==> config.mk <==
export PLATFORM = sky130hd
export DESIGN_NAME = flipper_swing_sequencer
export DESIGN_NICKNAME = d
export VERILOG_FILES = /design/src/rtl/flipper_swing_sequencer.sv
export SDC_FILE = /design/constraint.sdc
export NUM_CORES = 1
export LEC_CHECK = 0
export CORE_MARGIN = 1.5
export CORE_UTILIZATION = 52
export DETAILED_ROUTE_END_ITERATION = 10
export HOLD_SLACK_MARGIN = 0.12
export PLACE_DENSITY = 0.8
export SLEW_MARGIN = 40
export SYNTH_ARGS = -nofsm -noshare
export SYNTH_HDL_FRONTEND = slang
export SYNTH_SLANG_ARGS = --single-unit
==> constraint.sdc <==
create_clock -name clk -period 3.3 [get_ports clk]
set_clock_uncertainty 0.15 [all_clocks]
set_input_delay 0.825 -clock clk [delete_from_list [all_inputs] [get_ports clk]]
set_output_delay 0.825 -clock clk [all_outputs]
set_load 0.01 [all_outputs]
==> src/rtl/flipper_swing_sequencer.sv <==
// Frame-paced flipper swing sequencer: rest -> rise -> hold -> fall.
// Produces a saturating sprite angle index, a kick speed while rising and a flip counter.
module flipper_swing_sequencer #(
  parameter int unsigned ANGLE_W    = 4,
  parameter int unsigned ANGLE_MAX  = 15,
  parameter int unsigned UP_STEP    = 4,
  parameter int unsigned DOWN_STEP  = 2,
  parameter int unsigned HOLD_MAX   = 120,
  parameter int unsigned KICK_SPEED = 400
) (
  input  logic                      clk,
  input  logic                      reset,
  input  logic                      startOfFrame,
  input  logic                      keyFlip,
  input  logic                      enable,
  output logic [ANGLE_W-1:0]        angle,
  output logic                      swingUp,
  output logic signed [10:0]        kickSpeed,
  output logic [7:0]                flipCount
);

  localparam int unsigned EXT_W  = ANGLE_W + 1;
  localparam int unsigned HOLD_W = $clog2(HOLD_MAX + 1);

  localparam logic [EXT_W-1:0]   MAX_EXT   = EXT_W'(ANGLE_MAX);
  localparam logic [EXT_W-1:0]   UP_EXT    = EXT_W'(UP_STEP);
  localparam logic [EXT_W-1:0]   DOWN_EXT  = EXT_W'(DOWN_STEP);
  localparam logic [ANGLE_W-1:0] ANGLE_TOP = ANGLE_W'(ANGLE_MAX);
  localparam logic [HOLD_W-1:0]  HOLD_LAST = HOLD_W'(HOLD_MAX - 1);

  typedef enum logic [1:0] {
    REST = 2'd0,
    RISE = 2'd1,
    HOLD = 2'd2,
    FALL = 2'd3
  } swingState;

  swingState         state;
  logic              armed;
  logic [HOLD_W-1:0] holdCnt;

  logic [EXT_W-1:0]   angleExt;
  logic [EXT_W-1:0]   riseSum;
  logic [ANGLE_W-1:0] angleUp;
  logic [ANGLE_W-1:0] angleDown;
  logic               flipStart;

  // One-bit-wider intermediates so both saturations are detected without wrap.
  assign angleExt  = {1'b0, angle};
  assign riseSum   = angleExt + UP_EXT;
  assign angleUp   = (riseSum >= MAX_EXT) ? ANGLE_TOP : riseSum[ANGLE_W-1:0];
  assign angleDown = (angleExt <= DOWN_EXT) ? '0 : ANGLE_W'(angleExt - DOWN_EXT);
  assign flipStart = keyFlip & armed & enable;

  assign swingUp   = (state == RISE);
  assign kickSpeed = swingUp ? 11'(KICK_SPEED) : '0;

  always_ff @(posedge clk or posedge reset) begin
    if (reset) begin
      state     <= REST;
      angle     <= '0;
      armed     <= 1'b1;
      holdCnt   <= '0;
      flipCount <= '0;
    end else if (startOfFrame) begin
      // Releasing the key between frames re-arms the next flip.
      if (!keyFlip) armed <= 1'b1;
      case (state)
        REST: begin
          angle <= '0;
          if (flipStart) begin
            state     <= RISE;
            angle     <= angleUp;
            armed     <= 1'b0;
            flipCount <= flipCount + 8'd1;
          end
        end
        RISE: begin
          if (!keyFlip || !enable) begin
            state <= FALL;
          end else begin
            angle <= angleUp;
            if (angleUp == ANGLE_TOP) begin
              state   <= HOLD;
              holdCnt <= '0;
            end
          end
        end
        HOLD: begin
          angle   <= ANGLE_TOP;
          holdCnt <= holdCnt + HOLD_W'(1);
          if (!keyFlip || !enable || holdCnt == HOLD_LAST) state <= FALL;
        end
        FALL: begin
          // A fresh press mid-fall re-flips from the current angle.
          if (flipStart) begin
            state     <= RISE;
            angle     <= angleUp;
            armed     <= 1'b0;
            flipCount <= flipCount + 8'd1;
          end else begin
            angle <= angleDown;
            if (angleDown == '0) state <= REST;
          end
        end
        default: state <= REST;
      endcase
    end
  end

endmodule

=== After elaboration in Yosys (flattened, before gate mapping) ===
Index checks and enable logic that the tools add are counted.

* Add/subtract/negate cells: 4
* Magnitude comparators: 2
* Bitwise gates (word level): 2
* Multiplexer cells: 20
* Reduce and logical (&&, ||, !) cells: 12
* Eq/ne operators: 11

{| class="wikitable"
|+ Operators by type and width
! cell !! count
|-
| 4-bit two-way mux || 5
|-
| 4-bit case mux with 4 select lines || 1
|-
| 7-bit two-way mux || 2
|-
| 7-bit case mux with 2 select lines || 1
|-
| 2-bit two-way mux || 6
|-
| 9-bit two-way mux || 1
|-
| 8-bit by 1-bit adder with 8-bit output (second input constant) || 1
|-
| 2-bit case mux with 4 select lines || 1
|-
| 7-bit by 1-bit adder with 7-bit output (second input constant) || 1
|-
| 7-bit == test (second input constant) || 1
|-
| 2-bit inequality test (second input constant) || 3
|-
| 4-bit by 3-bit adder with 5-bit output (second input constant) || 1
|-
| 5-bit by 4-bit >= comparator with 1-bit output (second input constant) || 1
|-
| 5-bit AND reduction || 1
|-
| 2-bit == test (second input constant) || 2
|-
| 4-bit == test (second input constant) || 1
|-
| 4-bit by 2-bit <= comparator with 1-bit output (second input constant) || 1
|-
| 4-bit logical NOT || 1
|-
| 4-bit AND reduction || 1
|-
| 4-bit by 2-bit subtractor with 4-bit output (second input constant) || 1
|-
| 1-bit two-way mux || 3
|-
| 3-bit by 1-bit inequality test with 1-bit output (second input constant) || 1
|-
| 3-bit inequality test (second input constant) || 1
|-
| 3-bit AND reduction || 1
|-
| 9 further kinds || 12
|}

* Register bits after elaboration: 22
* Output and inout bits: 24
* Logic and storage cells: 56

=== Depth between registers and ports, before layout ===
* Depth in word-level cells: 7
* Gate-level depth with buffers: 8
* Mapped depth without buffers: 7

=== Worst setup path after synthesis ===
Ideal clock, no wire load.

* Kind: reg2reg
* Start point: reg angle[2]
* End point: reg state[1]
* Setup slack: 0.912 ns
* Data arrival time: 2.110 ns
* Cell stages (with the launch flop): 9
* Path buffers: 1
* Data required time: 3.022 ns
* Clock period less this slack: 2.388 ns
* Path through: dfrtp_1 buf_2 inv_1 ha_1 nand3_2 a221o_1 a31oi_1 o221a_2 mux2_1

* Cells in the longest elaborated chain, start to end: 6
* Elaborated cells between the ends (all ways): 11

{| class="wikitable"
|+ Ends and longest elaborated chain
! item !! line !! source
|-
| from (decl) || 16 || <nowiki>output logic [ANGLE_W-1:0] angle,</nowiki>
|-
| from (signal assigned) || 73 || <nowiki>angle <= angleUp;</nowiki>
|-
| from (signal assigned) || 82 || <nowiki>angle <= angleUp;</nowiki>
|-
| from (signal assigned) || 98 || <nowiki>angle <= angleUp;</nowiki>
|-
| 4-bit by 3-bit adder with 5-bit output || 50 || <nowiki>assign riseSum = angleExt + UP_EXT;</nowiki>
|-
| 5-bit by 4-bit >= comparator with 1-bit output || 51 || <nowiki>assign angleUp = (riseSum >= MAX_EXT) ? ANGLE_TOP : riseSum[ANGLE_W-1:0];</nowiki>
|-
| 4-bit two-way mux || 51 ||
|-
| 4-bit == test || 83 || <nowiki>if (angleUp == ANGLE_TOP) begin</nowiki>
|-
| 3-bit by 1-bit inequality test with 1-bit output (no source line) || -- ||
|-
| 5-bit AND reduction (no source line) (*) || -- ||
|-
| to (signal assigned) || 60 || <nowiki>state <= REST;</nowiki>
|-
| to (signal assigned) || 80 || <nowiki>state <= FALL;</nowiki>
|-
| to (signal assigned) || 84 || <nowiki>state <= HOLD;</nowiki>
|-
| to (decl) || 38 || <nowiki>swingState state;</nowiki>
|}

Mark *: on every way between the ends. The rest lies on a longest branch, timed or not.
A chain may end at the register's enable or synchronous reset.

=== Final worst setup path ===
* Start point: reg state[1]
* End point: out kickSpeed[8]

* Cells in the longest elaborated chain, start to end: 2

{| class="wikitable"
|+ Ends and longest elaborated chain
! item !! line !! source
|-
| from (signal assigned) || 60 ||
|-
| from (signal assigned) || 72 || <nowiki>state <= RISE;</nowiki>
|-
| from (signal assigned) || 80 ||
|-
| 2-bit by 1-bit == test with 1-bit output || 55 || <nowiki>assign swingUp = (state == RISE);</nowiki>
|-
| 9-bit two-way mux || 56 || <nowiki>assign kickSpeed = swingUp ? 11'(KICK_SPEED) : '0;</nowiki>
|-
| to (decl) || 18 || <nowiki>output logic signed [10:0] kickSpeed,</nowiki>
|}

No other way between the ends.

==> impl_metrics.yaml <==
die:
  ios: 29
  die_h_um: 57.7
  design.core.area_sq_mm: 0.00281
  dieArea_sq_mm: 0.00333
  start_util_pct: 55.4
  fp.dieW_um: 57.7
  rows: 19
critical_path:
  worstPathArrival_ps: 2040
  crit_path_max_fanout: 15
  path_class: "register to primary output"
  end_kind: "primary output"
  critPathLaunchType: "register"
  required_ps: 2320
power:
  powerDensity_mw_per_mm2: 918
  power.leakage_uw: 0.000713
  ir_drop_mv: 0.362
clock_network:
  cts_sinks: 22
  clockBufferDepth: 2
  numCtsBuffers: 3
  path_clk_slew_ps: 120
  clkLatencyLatePin_ps: 310
  cts-root-buf: "clkbuf_4"
  htree_levels: 1
  cts_tree: "built"
  cts.hold.buffers_added: 0
  post_cts_buffers: 0
  post_cts_resized: 0
grt:
  grt_usage_pct: 21.8
  grt_overflow: 0
  grt_first_pass_wirelength_um: 5680
  antenna_found_initial: 0
  grt_start_max_net_pins: 23
  grt_pass1_vias: 1305
placement:
  dp.final_hpwl_um: 2450
  io_buffers: 20
  place_congestion: 0.879
yosys:
  synth.distinct_cells: 49
  synth-seq-area-share_pct: 35.5
  synthCells: 169
  synth_flop_cell: "dfrtp_1"
  synth_top_area_share_pct: 33.8
  async_reset_ff_share_pct: 100
  yosysMostFrequentCell: "dfrtp_1"
  synth.largest_area_cell: "dfrtp_1"
  synth_area_leaders: "dfrtp_1 (34%), ha_1 (6.4%), buf_4 (5.8%)"
  synth_common_cells: "dfrtp_1 (21), buf_4 (12), nand2_1 (12)"
  avgSynthCellArea_sq_um: 9.20
  ys_ff_latch: 22
  yosysWarnings: 0
  synth-edff-count: 0
  synth_area_sq_mm: 0.00155
route:
  wl_um: 3280
  drc: 4
  drt-met1-wl_um: 1350
  drt_iter0_drc: 113
  antenna_left: 0
  viasPerCell: 6.04
  firstDrtPassIters: 7
  routed-via-count: 1280
  top_layer: "met4"
  wl_per_cell_um: 15.5
  wl_met2_um: 1680
  route.met3.wl_um: 188
sta:
  fin_crit_sh_pct: 91.3
  fmax_ghz: 0.332
  timing.setup.tns_ps: 0
  fin_hold_ws_ps: 343
  finalHoldViolCount: 0
  finalCriticalPeriod_ps: 3010
  tightest_slew_ps: 732
  max_slew_margin_pct: 50.8
  drv_slew: 0
  setup_violations: 0
  grt_setup_unrepaired: "false"
finish:
  fin_util_pct: 61.3
  seq_area_sq_um: 552
  nets: 195
  fillers: 237
  multi_input_area_sq_um: 872
  diodes: 0
  final_layout_size_suffix_gt1_share_pct: 8.84
  synthToLayoutAreaGrowth_pct: 10.6
run_status:
  status: "complete, but fails checks"
  violations: "DRC"
hold_path:
  hold_path.class: "register to register"
flow_run:
  cap_violations: 0
## layout by cell type, fill, tap and decap left out, types with 2 or more instances in the layout
master and n:
a21oi_1 9, a22oi_1 2, a31oi_1 4, and2_1 3, clkbuf_4 3, clkdlybuf4s50_1 20
conb_1 8, dfrtp_1 21, ha_1 8, inv_1 7, mux2i_1 2, nand2_1 12
nand3_1 7, nand3_2 2, nand3b_1 2, nand4_1 5, nor2_1 8, nor2b_1 3
nor3_1 2, nor4_1 4, o211ai_1 2, o21ai_0 11, or3_1 2, xnor2_1 9
## metal layers
layer / track usage [%] / vias up
li1: - / 607
met1: 26.1 / 613
met2: 38.0 / 54
met3: 3.79 / 6
met4: 9.97 / 0
met5: 0 / -
## layout make-up
cell class | count | area share (%)
multi-input cells | 127 | 50.7
repair buffers | 20 | 11.6
inverters | 8 | 1.75
clock buffers | 4 | 1.53
flip-flops and latches | 22 | 32.1
well taps | 31 | 2.26
## critical path: stages, from the launching register on
cell and delay (ps):
dfrtp_1 440, inv_1 120, ha_1 510, clkdlybuf4s50_1 650
## path summary, 6_finish.rpt
kind,cells after the start,end,slack (ps),startpoint
max,3,kickSpeed[8],290,state[1]$_DFFE_PP0P_
min,1,flipCount[7]$_DFFE_PP0P_,340,flipCount[7]$_DFFE_PP0P_
max reg2reg,7,state[1]$_DFFE_PP0P_,680,angle[2]$_DFFE_PP0P_
min reg2reg,1,flipCount[7]$_DFFE_PP0P_,340,flipCount[7]$_DFFE_PP0P_
max in group asynchronous,2,armed$_DFFE_PP1P_,1990,reset
min in group asynchronous,2,flipCount[3]$_DFFE_PP0P_,670,reset
## logic make-up (layout without fill, tap and decap cells)
logic type,after synthesis,after routing,synth area share (%)
compound gates,39,39,17.6
xor+xnor,10,10,5.64
fa+ha+maj,8,8,6.44
buf+inv,27,32,10.1
flops,22,22,35.5
mux,4,4,2.74
other cells,1,8,0.241
simple gates,58,58,21.7
## per-stage QoR
step                      instance area [sq um]  power (uW)  setup slack (ps)  cells
after global placement                     1690        1390               641    208
after detailed placement                   1690        1440               502    208
after CTS                                  1720        1580               263    212
final                                      1720        1580               287    212
after global routing                       1720        1710               185    212
after floorplan                            1580        1190               912    176
## where the power goes
part / internal (uW) / total (uW) / switching, uW
combinational: 433 / 912 / 479
clock: 47.3 / 132 / 84.6
sequential: 372 / 534 / 162
## flip-flops by register name, summed over array words and instances (netlist names)
register,flops
armed,1
flipCount,8
holdCnt,7
angle,4
state,2
No activity file was read; power rests on OpenSTA's default activity.
